==> config.mk <==
export PLATFORM = sky130hd
export DESIGN_NAME = univ_shift_reg
export DESIGN_NICKNAME = d
export VERILOG_FILES = /design/src/rtl/univ_shift_reg.sv
export SDC_FILE = /design/constraint.sdc
export NUM_CORES = 1
export LEC_CHECK = 0
export ABC_AREA = 1
export CORE_UTILIZATION = 50
export CTS_BUF_LIST = sky130_fd_sc_hd__clkbuf_4 sky130_fd_sc_hd__clkbuf_8
export CTS_CLUSTER_DIAMETER = 40
export DETAILED_ROUTE_END_ITERATION = 10
export PLACE_DENSITY = 0.87
export SYNTH_ARGS = -nofsm -noshare
export SYNTH_HDL_FRONTEND = slang
export SYNTH_SLANG_ARGS = --single-unit
export TNS_END_PERCENT = 100
==> constraint.sdc <==
create_clock -name Clk_i -period 3.1 [get_ports Clk_i]
set_input_delay 0.775 -clock Clk_i [delete_from_list [all_inputs] [get_ports Clk_i]]
set_output_delay 0.775 -clock Clk_i [all_outputs]
set_load 0.03 [all_outputs]
==> src/rtl/univ_shift_reg.sv <==
// univ_shift_reg: WIDTH-bit universal shift register.
// Supports parallel load, logical/arithmetic/rotate shifts both ways and a
// synchronous clear. A saturating shift counter plus a one-cycle Done pulse
// let the block act as a serialiser/deserialiser.
// Optional build macro: USR_NEG_SHADOW_EN adds QnShadow_o, a copy of Q taken
// on every falling clock edge.
module univ_shift_reg #(
  parameter int              WIDTH     = 8,
  parameter logic [WIDTH-1:0] RESET_VAL = '0,
  localparam int             CNT_W     = $clog2(WIDTH + 1)
) (
  input  logic             Clk_i,
  input  logic             Reset_i,
  input  logic             En_i,
  input  logic [2:0]       Mode_i,
  input  logic             SerIn_i,
  input  logic [WIDTH-1:0] D_i,
`ifdef USR_NEG_SHADOW_EN
  output logic [WIDTH-1:0] QnShadow_o,
`endif
  output logic [WIDTH-1:0] Q_o,
  output logic             SerOutL_o,
  output logic             SerOutR_o,
  output logic [CNT_W-1:0] ShiftCnt_o,
  output logic             Done_o
);

  typedef enum logic [2:0] {
    MODE_HOLD  = 3'b000,
    MODE_LOAD  = 3'b001,
    MODE_SHL   = 3'b010,
    MODE_SHR   = 3'b011,
    MODE_ROTL  = 3'b100,
    MODE_ROTR  = 3'b101,
    MODE_ASR   = 3'b110,
    MODE_CLEAR = 3'b111
  } mode_e;

  // Counter saturates at WIDTH; CNT_LAST is the value just before that.
  localparam logic [CNT_W-1:0] CNT_MAX  = CNT_W'(WIDTH);
  localparam logic [CNT_W-1:0] CNT_LAST = CNT_W'(WIDTH - 1);

  logic [WIDTH-1:0] q_q, q_d;
  logic [CNT_W-1:0] cnt_q, cnt_d;
  logic             done_q, done_d;
  logic             shift_op;
  mode_e            mode;

  assign mode = mode_e'(Mode_i);

  // Next-state decode for data register, shift counter and Done pulse.
  always_comb begin
    q_d      = q_q;
    cnt_d    = cnt_q;
    done_d   = 1'b0;
    shift_op = 1'b0;
    if (En_i) begin
      case (mode)
        MODE_HOLD: begin
          q_d = q_q;
        end
        MODE_LOAD: begin
          q_d   = D_i;
          cnt_d = '0;
        end
        MODE_SHL: begin
          q_d      = {q_q[WIDTH-2:0], SerIn_i};
          shift_op = 1'b1;
        end
        MODE_SHR: begin
          q_d      = {SerIn_i, q_q[WIDTH-1:1]};
          shift_op = 1'b1;
        end
        MODE_ROTL: begin
          q_d      = {q_q[WIDTH-2:0], q_q[WIDTH-1]};
          shift_op = 1'b1;
        end
        MODE_ROTR: begin
          q_d      = {q_q[0], q_q[WIDTH-1:1]};
          shift_op = 1'b1;
        end
        MODE_ASR: begin
          q_d      = {q_q[WIDTH-1], q_q[WIDTH-1:1]};
          shift_op = 1'b1;
        end
        MODE_CLEAR: begin
          q_d   = '0;
          cnt_d = '0;
        end
        default: begin
          q_d = q_q;
        end
      endcase
    end
    // Shifts keep moving Q after saturation; only the count stops.
    if (shift_op) begin
      if (cnt_q != CNT_MAX) begin
        cnt_d = cnt_q + CNT_W'(1);
      end
      done_d = (cnt_q == CNT_LAST);
    end
  end

  // State registers with synchronous reset taking priority over everything.
  always_ff @(posedge Clk_i) begin
    if (Reset_i) begin
      q_q    <= RESET_VAL;
      cnt_q  <= '0;
      done_q <= 1'b0;
    end else begin
      q_q    <= q_d;
      cnt_q  <= cnt_d;
      done_q <= done_d;
    end
  end

`ifdef USR_NEG_SHADOW_EN
  logic [WIDTH-1:0] shadow_q;

  // Half-cycle-late copy of Q. A reset sampled on the rising edge has already
  // forced Q to RESET_VAL, so the following falling edge picks it up.
  always_ff @(negedge Clk_i) begin
    shadow_q <= q_q;
  end

  assign QnShadow_o = shadow_q;
`endif

  assign Q_o        = q_q;
  assign SerOutL_o  = q_q[WIDTH-1];
  assign SerOutR_o  = q_q[0];
  assign ShiftCnt_o = cnt_q;
  assign Done_o     = done_q;

endmodule

==> impl_metrics.ini <==
[sta]
finClkSkew_ns = 0.0003602
timing.final.ws_setup_ns = 0.9151
hold_violations = 0
min_period_over_period = 0.7048
slew_violations = 0
relSlewSlack = 0.6514
finalSetupViolCount = 0
max_clock_freq_mhz = 457.7
tightest_slew_ns = 0.5213
fin_crit_ns = 2.185
rsz0062_at_grt = no
fin_tns_setup_ns = 0

[global_routing]
grt_overflow = 0
grt_pass1_wl_mm = 3.477
grt_use_total = 0.2365
grt_max_degree = 18
antenna_found_initial = 0
first_global_vias = 827

[drt]
wl_per_cell_um = 11.74
first_pass_iters = 9
vias = 938
wirelength_mm = 2.090
avgViaCountPerCell = 5.270
drc_errors = 1
initialDrtViolationCount = 57
ant_nets = 0

[worst_setup_path]
reg2regPathDepth = 6
crit_family = buffers and inverters
critPathLaunchType = flop
cp_cell_sequence = clkdlybuf4s50_1
critPathMaxFanout = 6
worst_setup_path_end_kind = primary output
max_stage_delay_ns = 0.72
required_ns = 2.32
crit_type = flop to primary output
cp.depth = 1
arrival_ns = 1.41
path_buf_inv = 1
critPathSlowestCell = clkdlybuf4s50_1

[pwr]
switching_share = 0.3147
power_mw = 0.4095
peakVddDrop_mv = 0.3024
switchingPower_mw = 0.1288
powerDensity_nw_per_um2 = 347.0
seq_power_share = 0.443
clkPwrFrac = 0.283
p_int_mw = 0.2806
comb_power_share = 0.274
p_leak_nw = 0.4839

[logic_synthesis]
yosys-top-cells-area = dfxtp_1 (29%), nand2_1 (16%), nand3_1 (10%)
syn_inst = 136
yosys.area.top_type_share = 0.2921
yosys.area.top_type = dfxtp_1
avgSynthCellArea_um2 = 6.550
ys_ff_latch = 13
yosys_warnings = 0
ys_seq_area_frac = 0.2921
ys_types = 24
synth_nets = 153
syn-cell-area_um2 = 890.9

[floorplan]
die_x_um = 44.21
num_rows = 14
initial_core_util = 0.5651
io_pins = 30
dieArea_um2 = 1955
core_um2 = 1577
die_y_um = 44.21

[clocking]
cts_sinks = 13
hold_buffers = 0
cts_tree = yes
h-tree-depth = 1
numCtsBuffers = 3
cts_resized = 0
cts_root_buf = clkbuf_4
cts_setup_buffers = 0
clkTransAtPathRegs_ns = 0.08
clock_latency_ns = 0.28
clockBufferDepth = 2

[layout]
areaGrowthSynthToFinish_pct = 32.44
multi_input_area_um2 = 545.5
n_antenna_cell = 0
layout_commonest_cell = nand2_1
seqCellArea_um2 = 260.3
fillers = 129
nets = 180
drive_gt1_frac = 0.1049
fin_util = 0.7484
final_cell_mix = nand2_1 (38), clkdlybuf4s50_1 (29), nor2_1 (19)

[run_status]
status = finished with violations
violations = design-rule violations

[hold_path]
min_path_type = flop to flop
hold_depth = 1

[place]
place.gp.congestion = 0.9272
post-place-ws_ns = 0.8198
hpwl_mm = 1.554
io_buffers = 29

[flow_run]
cap_viol_max_count = 0
==> cell usage after synthesis <==
library cell  instances
o21ai_0               1
buf_2                 2
clkbuf_1              1
a21oi_1              11
ha_1                  2
buf_6                 2
buf_4                 2
or2_2                 1
inv_2                 2
nand2_4               4
a211oi_2              1
nor4_1                1
nand3_1              18
nor3_1                1
nor2_8                1
dfxtp_1              13
nand2_1              38
nand3_2               1
inv_1                 7
nor2_2                1
a21boi_0              1
nand4_1               4
nand2_2               2
nor2_1               19
==> power by group through the flow <==
stage               sequential (mW)  combinational [mW]  clock [mW]
floorplan                     0.197              0.0601           0
global placement              0.185               0.110           0
detailed placement            0.185               0.112           0
CTS                           0.181               0.113       0.120
global route                  0.183               0.123       0.125
finish                        0.182               0.112       0.116
==> path summary, 6_finish.rpt <==
kind / from / to / slack (ns)
worst max-delay path: ShiftCnt_o[2]$_SDFF_PP0_ / ShiftCnt_o[2] / 0.92
worst min-delay path: ShiftCnt_o[3]$_SDFF_PP0_ / Done_o$_SDFF_PP0_ / 0.50
worst max register to register: ShiftCnt_o[0]$_SDFF_PP0_ / ShiftCnt_o[3]$_SDFF_PP0_ / 1.90
worst min register to register: ShiftCnt_o[3]$_SDFF_PP0_ / Done_o$_SDFF_PP0_ / 0.50
==> metrics by stage <==
stage | instance area, um^2 | std cells | hold WS (ns)
after floorplan | 890.9 | 136 | 0.6075
after global placement | 1150 | 174 | 0.4772
after detailed placement | 1150 | 174 | 0.4823
after CTS | 1180 | 178 | 0.4939
after global routing | 1180 | 178 | 0.5202
final | 1180 | 178 | 0.4986
==> final cells by class <==
cell class,count,area share
Inverter,9,0.02863
Sequential cell,13,0.2206
Multi-Input combinational cell,107,0.4624
Clock buffer,4,0.02545
Timing Repair Buffer,29,0.2460
Tap cell,16,0.01697
==> sequential cells by signal, indices dropped and copies added, names as in the netlist, named ones only <==
signal,flops
Done_o,1
Q_o,8
ShiftCnt_o,3
==> layer usage <==
layer  global-route usage  up-vias  part of all wire
met3              0.02449        5             0.057
li1                     -      495                 -
met1               0.3283      406              0.47
met2               0.3765       32              0.46
met4              0.09091        0             0.014
met5                    0        -                 0
==> cell families (layout without fill, tap and decap cells) <==
kind of cell,after synthesis,after routing,share of synthesized area
AO/OA/AOI/OAI,14,14,0.08988
buffers and inverters,16,42,0.09550
adder cells (fa/ha/maj),2,2,0.02809
AND/OR/NAND/NOR,91,91,0.4944
flip-flops,13,13,0.2921
Power figures use the tool's default switching activity.
